File: src/rtl/riscv_fetch_fifo_gen.sv
// riscv_fetch_fifo_gen: instruction prefetch FIFO of 32-bit fetch words with
// 16/32-bit RVC realignment, including 32-bit instructions straddling two words.
module riscv_fetch_fifo_gen #(
  parameter int DEPTH       = 4,
  parameter int ADDR_WIDTH  = 32,
  parameter int AFULL_LEVEL = DEPTH - 1
) (
  input  logic                         clk,
  input  logic                         rst,
  input  logic                         clear_i,
  input  logic [ADDR_WIDTH-1:0]        in_addr_i,
  input  logic [31:0]                  in_rdata_i,
  input  logic                         in_valid_i,
  output logic                         in_ready_o,
  output logic                         out_valid_o,
  input  logic                         out_ready_i,
  output logic [31:0]                  out_rdata_o,
  output logic [ADDR_WIDTH-1:0]        out_addr_o,
  output logic                         out_is_compressed_o,
  output logic [$clog2(DEPTH+1)-1:0]   count_o,
  output logic                         almost_full_o,
  output logic                         empty_o
);
  localparam int PW = $clog2(DEPTH);
  localparam int CW = $clog2(DEPTH + 1);
  logic [31:0]           mem_q [DEPTH];
  logic [31:0]           mem_d [DEPTH];
  logic [ADDR_WIDTH-1:0] addr_q [DEPTH];
  logic [ADDR_WIDTH-1:0] addr_d [DEPTH];
  logic [PW-1:0]         rd_ptr_q, rd_ptr_d, wr_ptr_q, wr_ptr_d;
  logic [CW-1:0]         count_q, count_d;
  logic                  half_q, half_d, first_q, first_d;
  logic [31:0]           head, nxt;
  logic [15:0]           hw;
  logic                  comp, push, fire, pop;
  always_comb begin
    head = mem_q[rd_ptr_q];
    nxt = mem_q[rd_ptr_q + PW'(1)];
    hw = half_q ? head[31:16] : head[15:0];
    comp = hw[1:0] != 2'b11;
    in_ready_o = 32'(count_q) < DEPTH;
    // an upper-half 32-bit instruction needs the following word as well
    out_valid_o = (half_q && !comp) ? count_q >= CW'(2) : count_q != '0;
    out_rdata_o = comp ? {16'h0, hw} : half_q ? {nxt[15:0], hw} : head;
    out_addr_o = {addr_q[rd_ptr_q][ADDR_WIDTH-1:2], half_q, 1'b0};
    out_is_compressed_o = comp;
    count_o = count_q;
    empty_o = count_q == '0;
    almost_full_o = 32'(count_q) >= AFULL_LEVEL;
    push = in_valid_i && in_ready_o;
    fire = out_valid_o && out_ready_i;
    pop = fire && (half_q || !comp);
    mem_d = mem_q;
    addr_d = addr_q;
    if (push) begin
      mem_d[wr_ptr_q] = in_rdata_i;
      addr_d[wr_ptr_q] = {in_addr_i[ADDR_WIDTH-1:2], 2'b00};
    end
    wr_ptr_d = wr_ptr_q + PW'(push);
    rd_ptr_d = rd_ptr_q + PW'(pop);
    count_d = count_q + CW'(push) - CW'(pop);
    half_d = (first_q && push) ? in_addr_i[1] : (fire && comp) ? !half_q : half_q;
    first_d = first_q && !push;
    if (clear_i) begin
      rd_ptr_d = '0;
      wr_ptr_d = '0;
      count_d = '0;
      half_d = 1'b0;
      first_d = 1'b1;
    end
  end
  always_ff @(posedge clk or posedge rst) begin
    if (rst) begin
      for (int i = 0; i < DEPTH; i++) begin
        mem_q[i] <= '0;
        addr_q[i] <= '0;
      end
      rd_ptr_q <= '0;
      wr_ptr_q <= '0;
      count_q <= '0;
      half_q <= 1'b0;
      first_q <= 1'b1;
    end else begin
      mem_q <= mem_d;
      addr_q <= addr_d;
      rd_ptr_q <= rd_ptr_d;
      wr_ptr_q <= wr_ptr_d;
      count_q <= count_d;
      half_q <= half_d;
      first_q <= first_d;
    end
  end
endmodule

File: config.mk
export PLATFORM = sky130hd
export DESIGN_NAME = riscv_fetch_fifo_gen
export DESIGN_NICKNAME = d
export VERILOG_FILES = /design/src/rtl/riscv_fetch_fifo_gen.sv
export SDC_FILE = /design/constraint.sdc
export NUM_CORES = 1
export LEC_CHECK = 0
export ABC_AREA = 1
export BUFFER_PORTS_ARGS = -buffer_cell sky130_fd_sc_hd__clkbuf_2
export CAP_MARGIN = 20
export CORE_AREA = 8 8 165 167
export DETAILED_ROUTE_END_ITERATION = 8
export DIE_AREA = 0 0 173 175
export PLACE_DENSITY_LB_ADDON = 0.3
export SLEW_MARGIN = 20
export SYNTH_ARGS = -nofsm -noshare
export SYNTH_HDL_FRONTEND = slang
export SYNTH_SLANG_ARGS = --single-unit
File: constraint.sdc
create_clock -name clk -period 19.85 [get_ports clk]
set_clock_uncertainty 0.15 [all_clocks]
set_input_delay 3.97 -clock clk [delete_from_list [all_inputs] [get_ports clk]]
set_output_delay 3.97 -clock clk [all_outputs]
set_load 0.05 [all_outputs]
==> flow_metrics.env, run 1 <==
export IMPL_pwr_share_comb=0.436
export IMPL_avgSynthCellArea_um2=8.28
export IMPL_cts_buffers=27
export IMPL_setup_viol=0
export IMPL_ctsHtreeMaxLevel=1
export IMPL_global_route_overflow_total=0
export IMPL_synth_top_flop_cell="sky130_fd_sc_hd__dfrtp_1"
export IMPL_timing_worst_setup_path_type="reg2out"
export IMPL_max_slew_margin=0.326
export IMPL_mappedNetlistArea_um2=12000
export IMPL_yosys_register_bits=257
export IMPL_regArea_um2=6440
export IMPL_end_point_of_the_most_critical_hold_path="addr_q[39]"
export IMPL_critical_path_startpoint_type="flip-flop"
export IMPL_yosysTopAreaCell="sky130_fd_sc_hd__dfrtp_1"
export IMPL_layout_core_utilization=0.555
export IMPL_die_height_um=175
export IMPL_synth_async_reset_ratio=1.00
export IMPL_iter_0_drt_violations=974
export IMPL_die_area_um2=30300
export IMPL_root_buffer="sky130_fd_sc_hd__clkbuf_16"
export IMPL_vias_per_cell=5.47
export IMPL_area_growth_syn_to_layout_pct=13.8
export IMPL_fmax_ghz=0.122
export IMPL_antenna_found_initial=2
export IMPL_wl_per_cell_um=17.1
export IMPL_setup_tns_final_ns=0
export IMPL_detailedPlace_worstSlack_ns=12.28
export IMPL_clock_power_share=0.205
export IMPL_postSynthNetCount=1526
export IMPL_hold_path_cell_count=2
export IMPL_ys_top_cells_by_area="sky130_fd_sc_hd__dfrtp_1 53%, sky130_fd_sc_hd__o21ai_0 14%, sky130_fd_sc_hd__nand2_1 11%, sky130_fd_sc_hd__nor2_1 3.3%, sky130_fd_sc_hd__o22ai_1 2.8%"
export IMPL_clkTransAtPathRegs_ns=0.06
export IMPL_shortest_period_the_worst_path_allows_ns=8.17
export IMPL_worst_r2r_startpoint="rd_ptr_q[0]"
export IMPL_placeableCoreArea_um2=24700
export IMPL_antenna_violating_nets_post_route=0
export IMPL_timing_hold_violations_final=0
export IMPL_power_per_cell_area_nw_per_um2=180
export IMPL_routed_wl_mm=32.0
export IMPL_switching_share=0.457
export IMPL_n_antenna_cell=0
export IMPL_critical_path_endpoint_type="output port"
export IMPL_crit_reg2reg_capture="count_o[2]"
export IMPL_cp_top_family="buffers and inverters"
export IMPL_filler_instances=2296
export IMPL_power_leakage_nw=6.68
export IMPL_period_share=0.412
export IMPL_remaining_design_rule_violation_count=0
export IMPL_quantity_of_hold_fixing_buffers_added_after_cts=0
export IMPL_start_util=0.487
export IMPL_holdCritStartpoint="addr_q[39]"
export IMPL_post_synth_edffs=0
export IMPL_place_hpwl_mm=18.5
export IMPL_run_status="completed"
export IMPL_clk_path_buf_depth=3
export IMPL_rr_worst_depth=16
export IMPL_slowest_stage="sky130_fd_sc_hd__dfrtp_4"
export IMPL_synthDominantCellAreaShare=0.533
export IMPL_report_final_slew_viol_count=0
export IMPL_setup_slack_on_the_worst_flop_to_flop_path_ns=15.50
export IMPL_drtPass1Iterations=6
export IMPL_critical_path_cell_chain="inv_4 > buf_4 > nand2_1 > nand3_2 > nand3_2 > nand2_4 > nand2_4 > a211oi_1 > clkbuf_2"
export IMPL_max_cap_violations=0
export IMPL_die_width_um=173
export IMPL_cp_slowest_stage_delay_ns=0.74
export IMPL_synthesis_yosys_warnings=0
export IMPL_post_synth_inst_count=1452
export IMPL_worstPathBufferInverterCount=3
export IMPL_worst_slack_ns=11.68
export IMPL_ys_seq_area_frac=0.535
export IMPL_groute_usage_overall=0.206
export IMPL_cts_repair_resizes=0
export IMPL_multi_input_comb_area_um2=4790
export IMPL_cts_num_sinks=257
export IMPL_wire_length_of_the_first_global_routing_pass_mm=51.8
export IMPL_num_nets_final=1595
export IMPL_first_global_vias=10100
export IMPL_cp_arrival_ns=4.05
export IMPL_max_slew_worst_pin_slew_ns=1.01
export IMPL_worstPathMaxFanout=69
export IMPL_tritoncts="done"
export IMPL_min_delay_path_class="reg2reg"
export IMPL_io_pins=141
export IMPL_fraction_of_power_consumed_by_sequential_logic=0.359
export IMPL_cp_required_ns=15.73
export IMPL_port_buffers=138
export IMPL_ir_drop_mv=0.118
export IMPL_clock_latency_ns=0.53
export IMPL_gp_congestion=0.795
export IMPL_rsz0062_at_grt="false"
export IMPL_grt_start_max_net_pins=125
export IMPL_dr_total_vias=10200
export IMPL_layout_drive_gt1_share=0.148
export IMPL_power_report_internal_total_mw=1.34
export IMPL_total_switching_power_mw=1.12
export IMPL_std_cell_rows=58
export IMPL_post_cts_repair_timing_setup_buffer_count=0
export IMPL_synth_lib_cells_used_distinct=33
state kept, by name, summed over array words and instances (netlist names):
register / count
first_q: 1
mem_q: 128
addr_q: 120
rd_ptr_q: 2
half_q: 1
count_o: 3
wr_ptr_q: 2
power groups by stage:
stage	Sequential, mW	Combinational (mW)	Clock, mW
after floorplan	0.852	0.845	0
after global placement	0.880	1.05	0
after detailed placement	0.887	1.07	0
after CTS	0.880	1.08	0.517
after global routing	0.909	1.18	0.536
final	0.882	1.07	0.504
layer usage:
metal  share of wire  vias to the layer above  GRT usage
met5         0.00084                        -          0
li1                -                     4981          -
met4           0.031                        4     0.0726
met2            0.46                      343      0.339
met1            0.44                     4839      0.266
met3           0.069                       71     0.0417
how the worst max path moves through the flow:
stage,startpoint,depth (start not counted),end,slack (ns)
floorplan,rst,1,addr_q[100],8.66
global placement,rd_ptr_q[0],9,out_rdata_o[31],12.28
detailed placement,rd_ptr_q[0],9,out_rdata_o[31],12.28
CTS,rd_ptr_q[0],9,out_rdata_o[31],11.70
global route,rd_ptr_q[0],9,out_rdata_o[31],11.45
finish,rd_ptr_q[0],9,out_rdata_o[31],11.68
tightest hold or removal path: cells and delay by family, from the launching register on:
family | cells | cell delay, ns
AND/OR/NAND/NOR | 1 | 0.05
AO/OA/AOI/OAI | 1 | 0.06
flip-flops | 1 | 0.34
cells in the mapped netlist, types with 5 or more instances:
| cell type | n |
|---|---|
| sky130_fd_sc_hd__buf_4 | 6 |
| sky130_fd_sc_hd__nand2_1 | 350 |
| sky130_fd_sc_hd__a211oi_1 | 9 |
| sky130_fd_sc_hd__inv_1 | 87 |
| sky130_fd_sc_hd__o22ai_1 | 53 |
| sky130_fd_sc_hd__clkbuf_1 | 57 |
| sky130_fd_sc_hd__nor2_1 | 106 |
| sky130_fd_sc_hd__dfrtp_1 | 256 |
| sky130_fd_sc_hd__o211ai_1 | 7 |
| sky130_fd_sc_hd__buf_1 | 10 |
| sky130_fd_sc_hd__nand3_1 | 12 |
| sky130_fd_sc_hd__o21ai_0 | 331 |
| sky130_fd_sc_hd__o21ai_1 | 36 |
| sky130_fd_sc_hd__a31oi_1 | 9 |
| sky130_fd_sc_hd__or2_0 | 5 |
| sky130_fd_sc_hd__a32o_1 | 14 |
| sky130_fd_sc_hd__buf_2 | 31 |
| sky130_fd_sc_hd__a21oi_1 | 34 |
| sky130_fd_sc_hd__nand3_2 | 6 |
| sky130_fd_sc_hd__buf_6 | 5 |
logic make-up after synthesis:
| family | Yosys count | synth area share |
|---|---|---|
| flip-flops | 257 | 0.535 |
| XOR/XNOR | 2 | 0.00146 |
| AND/OR/NAND/NOR | 493 | 0.166 |
| buffers and inverters | 201 | 0.0711 |
| adder cells (fa/ha/maj) | 5 | 0.00583 |
| AO/OA/AOI/OAI | 493 | 0.221 |
| other | 1 | 0.000312 |
cells in the final DEF (no fill, tap or decap), types with 5 or more instances in the layout:
cell                        instances
sky130_fd_sc_hd__clkbuf_2         138
sky130_fd_sc_hd__buf_4              8
sky130_fd_sc_hd__o21ai_1           36
sky130_fd_sc_hd__nor2_1           106
sky130_fd_sc_hd__nand3_2            6
sky130_fd_sc_hd__clkbuf_8          10
sky130_fd_sc_hd__clkinv_2           7
sky130_fd_sc_hd__dfrtp_1          254
sky130_fd_sc_hd__clkbuf_16         27
sky130_fd_sc_hd__a21oi_1           34
sky130_fd_sc_hd__a31oi_1            9
sky130_fd_sc_hd__or2_0              5
sky130_fd_sc_hd__o22ai_1           53
sky130_fd_sc_hd__a32o_1            14
sky130_fd_sc_hd__nand2_1          350
sky130_fd_sc_hd__nand3_1            8
sky130_fd_sc_hd__a211oi_1           9
sky130_fd_sc_hd__inv_1             86
sky130_fd_sc_hd__o21ai_0          331
sky130_fd_sc_hd__o211ai_1           7
area by class of cell:
class | count | share of cell area
flip-flops and latches | 257 | 0.470
repair buffers | 149 | 0.0573
well taps | 330 | 0.0302
clock inverters | 10 | 0.00612
clock buffers | 40 | 0.0602
inverters | 92 | 0.0261
multi-input cells | 994 | 0.350
per-stage QoR:
step | hold WS (ns) | instances | total power, mW | area (µm²)
after floorplan | 0.298 | 1452 | 1.70 | 12000
after global placement | 0.312 | 1822 | 1.93 | 12800
after detailed placement | 0.319 | 1822 | 1.96 | 12800
after CTS | 0.333 | 1872 | 2.47 | 13700
after global routing | 0.347 | 1872 | 2.62 | 13700
final | 0.330 | 1872 | 2.46 | 13700
Note: power is estimated with default switching activity, not from simulation.
==> run 2: changes to the inputs <==
==> constraint.sdc (replaced) <==
create_clock -name clk -period 7.5 [get_ports clk]
set_clock_uncertainty 0.15 [all_clocks]
set_input_delay 1.5 -clock clk [delete_from_list [all_inputs] [get_ports clk]]
set_output_delay 1.5 -clock clk [all_outputs]
set_load 0.05 [all_outputs]
==> run 2 against run 1 <==
  * Wire length is 3.2% lower
  * Sequential power grew to 2.7 times the previous value
  * Flip-flop and latch count did not move
  * Critical path depth down 1
  * Clock power rose to 2.8 times the previous value
  * First-iteration DRC count down 17%
  * Power grew to 2.7 times the previous value
  * Register-to-register slack got worse by 12 ns
  * Global-route usage decreased by 0.30 points
  * Via count is 0.12% higher
  * Setup slack lost 9.5 ns
  * Critical endpoint is now out_rdata_o[21]
  * Largest power group unchanged
==> flow_metrics.env, run 2 (synthesis results as in run 1) <==
export IMPL_run_status="completed"
export IMPL_filler_instances=2327
export IMPL_ctsHtreeMaxLevel=1
export IMPL_worstPathMaxFanout=78
export IMPL_drtPass1Iterations=5
export IMPL_post_cts_repair_timing_setup_buffer_count=0
export IMPL_cts_buffers=29
export IMPL_shortest_period_the_worst_path_allows_ns=5.28
export IMPL_vias_per_cell=5.47
export IMPL_port_buffers=138
export IMPL_cts_repair_resizes=0
export IMPL_max_slew_worst_pin_slew_ns=1.04
export IMPL_die_area_um2=30300
export IMPL_holdCritStartpoint="first_q"
export IMPL_max_slew_margin=0.306
export IMPL_ir_drop_mv=0.392
export IMPL_grt_start_max_net_pins=150
export IMPL_wire_length_of_the_first_global_routing_pass_mm=51.3
export IMPL_clock_latency_ns=0.54
export IMPL_groute_usage_overall=0.203
export IMPL_power_per_cell_area_nw_per_um2=477
export IMPL_start_util=0.487
export IMPL_dr_total_vias=10300
export IMPL_num_nets_final=1597
export IMPL_startpoint="rd_ptr_q[0]"
export IMPL_iter_0_drt_violations=805
export IMPL_placeableCoreArea_um2=24700
export IMPL_die_height_um=175
export IMPL_root_buffer="sky130_fd_sc_hd__clkbuf_16"
export IMPL_die_width_um=173
export IMPL_min_delay_path_class="reg2reg"
export IMPL_worst_r2r_startpoint="rd_ptr_q[0]"
export IMPL_cts_num_sinks=257
export IMPL_cp_arrival_ns=3.63
export IMPL_post_place_cells=1821
export IMPL_n_antenna_cell=0
export IMPL_post_layout_nonfiller_instances=1875
export IMPL_report_final_slew_viol_count=0
export IMPL_io_pins=141
export IMPL_first_global_vias=10100
export IMPL_largest_register_ff_count=128
export IMPL_max_cap_violations=0
export IMPL_layout_drive_gt1_share=0.146
export IMPL_wl_per_cell_um=16.5
export IMPL_power_leakage_nw=6.70
export IMPL_max_flop_register="mem_q"
export IMPL_setup_tns_final_ns=0
export IMPL_setup_viol=0
export IMPL_timing_worst_setup_path_type="reg2out"
export IMPL_quantity_of_hold_fixing_buffers_added_after_cts=0
export IMPL_final_common_cell="sky130_fd_sc_hd__nand2_1"
export IMPL_area_growth_syn_to_layout_pct=14.3
export IMPL_period_share=0.704
export IMPL_timing_hold_violations_final=0
export IMPL_clkTransAtPathRegs_ns=0.06
export IMPL_place_hpwl_mm=18.1
export IMPL_cp_required_ns=5.85
export IMPL_remaining_design_rule_violation_count=0
export IMPL_antenna_violating_nets_post_route=0
export IMPL_gp_congestion=0.813
export IMPL_antenna_found_initial=1
export IMPL_tritoncts="done"
export IMPL_global_route_overflow_total=0
export IMPL_std_cell_rows=58
export IMPL_routed_wl_mm=30.9
export IMPL_clk_path_buf_depth=3
export IMPL_critical_path_startpoint_type="flip-flop"
export IMPL_rsz0062_at_grt="false"
export IMPL_fmax_ghz=0.189
export IMPL_most_common_layout_cells="350 x sky130_fd_sc_hd__nand2_1, 331 x sky130_fd_sc_hd__o21ai_0, 254 x sky130_fd_sc_hd__dfrtp_1"
export IMPL_critical_path_endpoint_type="output port"
-- run 2: final cells by class --
class | instances | area, µm² | area share
clock buffer | 45 | 856 | 0.0623
timing repair buffer | 149 | 798 | 0.0581
clock inverter | 8 | 93.8 | 0.00683
inverter | 92 | 353 | 0.0257
sequential | 257 | 6440 | 0.469
multi-input combinational | 994 | 4790 | 0.348
tap | 330 | 413 | 0.0301
-- run 2: routing by layer --
layer | routed length [µm] | vias up | track usage
met3 | 1940 | 65 | 0.0391
met5 | 13 | - | 0
met1 | 13600 | 4869 | 0.263
met4 | 1010 | 2 | 0.0751
met2 | 14300 | 322 | 0.333
li1 | - | 4992 | -
-- run 2: worst paths after layout --
path / slack, ns / endpoint / depth (start not counted)
max in group asynchronous: 5.09 / addr_q[121] / 4
max reg2reg: 3.61 / count_o[2] / 14
min reg2reg: 0.33 / first_q / 2
min in group asynchronous: 0.80 / addr_q[2] / 2
min: 0.33 / first_q / 2
max: 2.22 / out_rdata_o[21] / 8
-- run 2: metrics by stage --
step                      setup slack (ns)  instance area [µm²]  utilization  hold slack (ns)  total power, mW
after floorplan                       2.47                12000            -            0.298             4.49
after global placement                2.84                12800        0.517            0.312             5.10
after detailed placement              2.82                12800        0.517            0.317             5.17
after CTS                             2.23                13700        0.556            0.328             6.59
after global routing                  1.98                13700        0.557            0.345             7.01
final                                 2.22                13700        0.557            0.327             6.56
-- run 2: worst max-delay path: stages (launching register included) --
cell	delay, ns
sky130_fd_sc_hd__dfrtp_4	1.02
sky130_fd_sc_hd__buf_4	0.67
sky130_fd_sc_hd__nand2_1	0.13
sky130_fd_sc_hd__nand3_2	0.12
sky130_fd_sc_hd__nand3_2	0.11
sky130_fd_sc_hd__nand2_4	0.14
sky130_fd_sc_hd__nand2_4	0.18
sky130_fd_sc_hd__a211oi_1	0.35
sky130_fd_sc_hd__clkbuf_2	0.34
-- run 2: report_power, final --
| part | switching (mW) | internal, mW | leakage (nW) |
|---|---|---|---|
| Clock | 0.555 | 0.848 | 0.471 |
| Sequential | 0.386 | 1.97 | 3.27 |
| Combinational | 2.03 | 0.766 | 2.96 |
